<file path="src/rtl/alu_arbiter_if.sv">
// alu_arbiter_if
//   Bundles the requester, ALU and response signals of the shared-ALU arbiter.
//   slave  : the arbiter side (takes requests, drives the ALU, returns results)
//   master : the environment side (requesters, the ALU itself, response sink)
//   Requester i uses bit i of the per-requester vectors, [WIDTH*i +: WIDTH]
//   of the operand buses and [4*i +: 4] of req_ctrl.
interface alu_arbiter_if #(
    parameter int NUM_REQ = 2,
    parameter int WIDTH   = 32
);
    logic [NUM_REQ-1:0]       req_valid;
    logic [NUM_REQ-1:0]       req_ready;
    logic [NUM_REQ*WIDTH-1:0] req_in1;
    logic [NUM_REQ*WIDTH-1:0] req_in2;
    logic [NUM_REQ*4-1:0]     req_ctrl;
    logic [WIDTH-1:0]         alu_in1;
    logic [WIDTH-1:0]         alu_in2;
    logic [3:0]               alu_control;
    logic [WIDTH-1:0]         alu_result;
    logic                     zero_flag;
    logic [NUM_REQ-1:0]       rsp_valid;
    logic [NUM_REQ-1:0]       rsp_ready;
    logic [WIDTH-1:0]         rsp_result;
    logic                     rsp_zero;
    logic                     rsp_err;
    logic                     busy;

    modport slave (
        input  req_valid, req_in1, req_in2, req_ctrl, alu_result, zero_flag, rsp_ready,
        output req_ready, alu_in1, alu_in2, alu_control, rsp_valid, rsp_result,
               rsp_zero, rsp_err, busy
    );

    modport master (
        output req_valid, req_in1, req_in2, req_ctrl, alu_result, zero_flag, rsp_ready,
        input  req_ready, alu_in1, alu_in2, alu_control, rsp_valid, rsp_result,
               rsp_zero, rsp_err, busy
    );
endinterface

</file>
<file path="src/rtl/alu_arbiter.sv">
// alu_arbiter
//   Round-robin share of one combinational 32-bit ALU among NUM_REQ requesters.
//   One operation at a time: IDLE (grant) -> EXEC (ALU driven) -> RESP (hold
//   result until the granted requester accepts it).
// Ports
//   clk   : rising-edge clock
//   reset : synchronous, active-high
//   bus   : alu_arbiter_if.slave -- request handshake, ALU drive/return,
//           response handshake and busy
module alu_arbiter #(
    parameter int NUM_REQ = 2,
    parameter int WIDTH   = 32
) (
    input  logic          clk,
    input  logic          reset,
    alu_arbiter_if.slave  bus
);
    localparam int IDX_W = (NUM_REQ > 1) ? $clog2(NUM_REQ) : 1;

    typedef enum logic [1:0] {IDLE, EXEC, RESP} state_t;

    state_t                           state;
    logic [IDX_W-1:0]                 ptr;      // last served requester
    logic [IDX_W-1:0]                 gnt;      // requester being served
    logic                             illegal;  // latched op carried a bad code
    logic [WIDTH-1:0]                 alu_in1_q, alu_in2_q;
    logic [3:0]                       alu_ctrl_q;
    logic [NUM_REQ-1:0]               rsp_valid_q;
    logic [WIDTH-1:0]                 rsp_result_q;
    logic                             rsp_zero_q, rsp_err_q;

    logic [NUM_REQ-1:0][WIDTH-1:0]    in1_v, in2_v;
    logic [NUM_REQ-1:0][3:0]          ctrl_v;
    logic                             grant_vld;
    logic [IDX_W-1:0]                 grant_idx;
    logic [IDX_W-1:0]                 scan;

    assign in1_v  = bus.req_in1;
    assign in2_v  = bus.req_in2;
    assign ctrl_v = bus.req_ctrl;

    function automatic logic is_legal(input logic [3:0] c);
        return (c == 4'b0000) || (c == 4'b0001) || (c == 4'b0010) ||
               (c == 4'b0100) || (c == 4'b1000);
    endfunction

    // Search starts one past the last served requester and wraps, so the
    // previous winner has lowest priority on the next grant.
    always_comb begin
        grant_vld = 1'b0;
        grant_idx = '0;
        scan      = ptr;
        for (int k = 0; k < NUM_REQ; k++) begin
            scan = (scan == IDX_W'(NUM_REQ - 1)) ? '0 : scan + IDX_W'(1);
            if (!grant_vld && bus.req_valid[scan]) begin
                grant_vld = 1'b1;
                grant_idx = scan;
            end
        end
    end

    assign bus.req_ready = (state == IDLE && grant_vld) ? (NUM_REQ'(1) << grant_idx) : '0;

    // ALU drive registers are loaded at grant and cleared leaving EXEC, so
    // the ALU sees operands only during EXEC and only for legal codes.
    always_ff @(posedge clk) begin
        if (reset) begin
            state        <= IDLE;
            ptr          <= IDX_W'(NUM_REQ - 1);
            gnt          <= '0;
            illegal      <= 1'b0;
            alu_in1_q    <= '0;
            alu_in2_q    <= '0;
            alu_ctrl_q   <= 4'b0000;
            rsp_valid_q  <= '0;
            rsp_result_q <= '0;
            rsp_zero_q   <= 1'b0;
            rsp_err_q    <= 1'b0;
        end else begin
            case (state)
                IDLE: begin
                    if (grant_vld) begin
                        gnt     <= grant_idx;
                        illegal <= !is_legal(ctrl_v[grant_idx]);
                        if (is_legal(ctrl_v[grant_idx])) begin
                            alu_in1_q  <= in1_v[grant_idx];
                            alu_in2_q  <= in2_v[grant_idx];
                            alu_ctrl_q <= ctrl_v[grant_idx];
                        end
                        state <= EXEC;
                    end
                end
                EXEC: begin
                    if (illegal) begin
                        rsp_result_q <= '0;
                        rsp_zero_q   <= 1'b1;
                        rsp_err_q    <= 1'b1;
                    end else begin
                        rsp_result_q <= bus.alu_result;
                        rsp_zero_q   <= bus.zero_flag;
                        rsp_err_q    <= 1'b0;
                    end
                    alu_in1_q   <= '0;
                    alu_in2_q   <= '0;
                    alu_ctrl_q  <= 4'b0000;
                    rsp_valid_q <= NUM_REQ'(1) << gnt;
                    state       <= RESP;
                end
                RESP: begin
                    // Only the granted line's accept completes the response.
                    if (bus.rsp_ready[gnt]) begin
                        ptr         <= gnt;
                        rsp_valid_q <= '0;
                        state       <= IDLE;
                    end
                end
                default: state <= IDLE;
            endcase
        end
    end

    assign bus.alu_in1     = alu_in1_q;
    assign bus.alu_in2     = alu_in2_q;
    assign bus.alu_control = alu_ctrl_q;
    assign bus.rsp_valid   = rsp_valid_q;
    assign bus.rsp_result  = rsp_result_q;
    assign bus.rsp_zero    = rsp_zero_q;
    assign bus.rsp_err     = rsp_err_q;
    assign bus.busy        = (state != IDLE);
endmodule

</file>
<file path="src/flat_wrapper.sv">
// flat-port wrapper written by rule: the top's interface ports become plain ports
module alu_arbiter_flat 
#(
    parameter int NUM_REQ = 2,
    parameter int WIDTH   = 32
)
  (clk, reset, bus_req_valid, bus_req_in1, bus_req_in2, bus_req_ctrl, bus_alu_result, bus_zero_flag, bus_rsp_ready, bus_req_ready, bus_alu_in1, bus_alu_in2, bus_alu_control, bus_rsp_valid, bus_rsp_result, bus_rsp_zero, bus_rsp_err, bus_busy);
  alu_arbiter_if #(.NUM_REQ(NUM_REQ), .WIDTH(WIDTH)) bus_i ();
  input  logic clk;
  input  logic reset;
  input wire logic [$bits(bus_i.req_valid)-1:0] bus_req_valid;
  input wire logic [$bits(bus_i.req_in1)-1:0] bus_req_in1;
  input wire logic [$bits(bus_i.req_in2)-1:0] bus_req_in2;
  input wire logic [$bits(bus_i.req_ctrl)-1:0] bus_req_ctrl;
  input wire logic [$bits(bus_i.alu_result)-1:0] bus_alu_result;
  input wire logic [$bits(bus_i.zero_flag)-1:0] bus_zero_flag;
  input wire logic [$bits(bus_i.rsp_ready)-1:0] bus_rsp_ready;
  output wire logic [$bits(bus_i.req_ready)-1:0] bus_req_ready;
  output wire logic [$bits(bus_i.alu_in1)-1:0] bus_alu_in1;
  output wire logic [$bits(bus_i.alu_in2)-1:0] bus_alu_in2;
  output wire logic [$bits(bus_i.alu_control)-1:0] bus_alu_control;
  output wire logic [$bits(bus_i.rsp_valid)-1:0] bus_rsp_valid;
  output wire logic [$bits(bus_i.rsp_result)-1:0] bus_rsp_result;
  output wire logic [$bits(bus_i.rsp_zero)-1:0] bus_rsp_zero;
  output wire logic [$bits(bus_i.rsp_err)-1:0] bus_rsp_err;
  output wire logic [$bits(bus_i.busy)-1:0] bus_busy;
  assign bus_i.req_valid = bus_req_valid;
  assign bus_i.req_in1 = bus_req_in1;
  assign bus_i.req_in2 = bus_req_in2;
  assign bus_i.req_ctrl = bus_req_ctrl;
  assign bus_i.alu_result = bus_alu_result;
  assign bus_i.zero_flag = bus_zero_flag;
  assign bus_i.rsp_ready = bus_rsp_ready;
  assign bus_req_ready = bus_i.req_ready;
  assign bus_alu_in1 = bus_i.alu_in1;
  assign bus_alu_in2 = bus_i.alu_in2;
  assign bus_alu_control = bus_i.alu_control;
  assign bus_rsp_valid = bus_i.rsp_valid;
  assign bus_rsp_result = bus_i.rsp_result;
  assign bus_rsp_zero = bus_i.rsp_zero;
  assign bus_rsp_err = bus_i.rsp_err;
  assign bus_busy = bus_i.busy;
  alu_arbiter #(.NUM_REQ(NUM_REQ), .WIDTH(WIDTH)) u_core (.clk(clk), .reset(reset), .bus(bus_i));
endmodule
</file>
<file path="config.mk">
export PLATFORM = sky130hd
export DESIGN_NAME = alu_arbiter_flat
export DESIGN_NICKNAME = d
export VERILOG_FILES = /design/src/rtl/alu_arbiter_if.sv /design/src/rtl/alu_arbiter.sv /design/src/flat_wrapper.sv
export SDC_FILE = /design/constraint.sdc
export NUM_CORES = 1
export LEC_CHECK = 0
export CORE_MARGIN = 3
export CORE_UTILIZATION = 25
export DETAILED_ROUTE_END_ITERATION = 10
export PLACE_DENSITY_LB_ADDON = 0.15
export RECOVER_POWER = 100
export SYNTH_ARGS = -nofsm -noshare
export SYNTH_HDL_FRONTEND = slang
export SYNTH_SLANG_ARGS = --single-unit
</file>
<file path="constraint.sdc">
create_clock -name clk -period 2.9 [get_ports clk]
set_input_delay 0.435 -clock clk [delete_from_list [all_inputs] [get_ports clk]]
set_output_delay 0.435 -clock clk [all_outputs]
set_load 0.05 [all_outputs]
</file>
==> flow_summary.ini <==
[outcome]
status = finished clean

[floorplan]
die_x_um = 139
dieArea_sq_um = 19200
ios = 282
core-area_sq_um = 16900
die_h_um = 139
start_util_pct = 26.0
row_count = 47

[power_and_ir_drop]
ir_drop_mv = 0.306
pwr-share-seq_pct = 39.8
p_comb_share_pct = 29.7
leakage_uw = 0.00349
internal-power_uw = 2880
powerDensity_nw_per_um2 = 546
clkPwrFrac_pct = 30.5
switching_share_pct = 31.8
p_sw_uw = 1350

[synthesis]
ys_warn_count = 0
ys_types = 30
syn-num-nets = 582
syn_area_sq_um = 4400
synth-seq-cells = 109
synthCells = 407
ys_seq_area_share_pct = 49.6
synth_area_per_cell_sq_um = 10.8

[grt]
grt_overflow = 0
groute.usage.overall_pct = 15.7
grt_max_degree = 67
antenna_found_initial = 1
grt_pass1_vias = 4416
grt_first_pass_wirelength_mm = 24.7

[placement]
io_buffer_count = 281
pre_cts_slack_ns = 0.217
placed_cells = 885
gp_congestion = 0.834
dp_hpwl_mm = 11.9

[run]
cap_violations = 0

[worst_hold_path]
holdCritPathClass = reg -> reg

[sta]
setup_viol = 0
fin_setup_tns_ns = 0
rsz0062_at_grt = no
max_freq_ghz = 0.386
slew-limit-headroom_pct = 8.78
hold_viol = 0
setup_ws_ns = 0.312
slew_violations = 0
min_period_ns = 2.59
fin_skew_ns = 0.00633
hold_ws_ns = 0.457
fin_crit_sh_pct = 89.2
worst_pin_slew_ns = 1.37

[finish]
drive_above_1_share_pct = 4.99
nNetsFinal = 851
layoutNonFillerInstCount = 902
mostFrequentLayoutCells = clkdlybuf4s50_1 (172), dfxtp_1 (109), dlygate4sd3_1 (107)
final_core_util_pct = 45.8
area_growth_pct = 76.0
final_common_cell = clkdlybuf4s50_1

[routing]
dr.pass1.iters = 4
drt-initial-drc-count = 155
routed_wl_mm = 15.6
drc = 0
ant_nets = 0
routed_via_density = 4.66
wl_per_cell_um = 17.2
routed-via-count = 4201

[clocking]
h-tree-depth = 3
ctsResizeCount = 0
postCtsHoldBufs = 0
cts_buffer_depth = 2
worst_skew_pair.late_latency_ns = 0.34
cts_tree = yes
clk_pin_slew_ns = 0.07
cts_setup_buffers = 0
clockRootBuffer = clkbuf_16
numCtsBuffers = 9
cts_num_sinks = 109

[worst_setup_path]
timing.setup.critical_path_class = in -> out
reg2reg_slack_ns = 0.42
start_kind = primary input
cp_max_fo = 23
cp.arrival_ns = 2.15
cp.required_ns = 2.47
end_kind = output pin
-- power by group through the flow --
stage	registers (uW)	logic, uW	clock network [uW]
after global routing	1700	1330	1400
after detailed placement	1720	1320	0
final	1680	1260	1290
after global placement	1720	1310	0
after floorplan	2110	338	0
after CTS	1690	1320	1340
-- state kept, by name, summed over array words and instances (netlist names) --
name and cells:
u_core.bus.alu_control 4, u_core.bus.alu_in1 32, u_core.bus.alu_in2 32, u_core.bus.rsp_err 1, u_core.bus.rsp_result 32, u_core.bus.rsp_valid 2, u_core.bus.rsp_zero 1, u_core.gnt 1
u_core.illegal 1, u_core.ptr 1, u_core.state 2
-- layer usage --
layer | up-vias | global-route usage [%] | wire length (um) | share of wire [%]
met5 | - | 0 | 0 | 0
met4 | 0 | 5.41 | 314 | 2.0
met3 | 18 | 4.79 | 1180 | 7.6
met2 | 158 | 27.0 | 7650 | 49
met1 | 1928 | 18.6 | 6400 | 41
li1 | 2097 | - | - | -
-- per-stage QoR --
step | area, sq um | power, uW
floorplan | 4400 | 2450
global placement | 7470 | 3030
detailed placement | 7470 | 3040
CTS | 7780 | 4360
global route | 7750 | 4430
finish | 7750 | 4230
-- synthesized netlist by cell type, drive strengths merged --
master,n,area [sq um]
clkbuf,20,75.1
a211oi,4,30.0
o21bai,1,7.51
inv,4,15.0
o21ai,5,25.0
nor2,9,33.8
a21oi,43,226
a31oi,1,6.26
and2,1,6.26
a22o,32,280
a21boi,1,11.3
nor4,1,21.3
nor4b,1,23.8
or4,2,18.8
o2bb2ai,34,298
nor2b,4,25.0
buf,15,82.6
nand2,6,22.5
a2111oi,1,8.76
a21bo,1,10.0
nand2b,1,6.26
or2,1,6.26
nor3,7,35.0
o31ai,34,255
mux2i,69,691
dfxtp,109,2180
-- cell type report --
class	count	area, sq um
multi-input combinational	259	2060
clock buffer	12	236
sequential	109	2180
timing repair buffer	293	2910
tap	220	275
fill	1544	9190
inverter	4	15.0
antenna	1	2.50
clock inverter	4	72.6
-- path summary, 6_finish.rpt --
path	from	to	cells past startpoint
setup / recovery	bus_req_valid[0]	bus_req_ready[1]	5
hold / removal	u_core.bus.alu_in2[31]$_SDFFE_PP0P_	u_core.bus.alu_in2[31]$_SDFFE_PP0P_	1
setup reg to reg	u_core.state[0]$_SDFFE_PP0P_	u_core.bus.rsp_result[15]$_SDFFE_PP0P_	4
hold reg to reg	u_core.bus.alu_in2[31]$_SDFFE_PP0P_	u_core.bus.alu_in2[31]$_SDFFE_PP0P_	1
-- worst max-delay path, cell delays in order --
cell,delay (ns)
dlygate4sd3_1,0.63
a21bo_1,0.30
buf_4,0.43
nor2_1,0.17
buf_12,0.19
-- kinds of logic (layout without fill, tap and decap cells) --
group	after synthesis	count (layout)	share of synthesized area, %
and+or+nand+nor	33	33	4.52
muxes	69	69	15.7
other	0	1	0
buffers and inverters	39	313	3.92
AOI/OAI and AO/OA	157	157	26.3
DFF	109	109	49.6
Power figures use the tool's default switching activity.
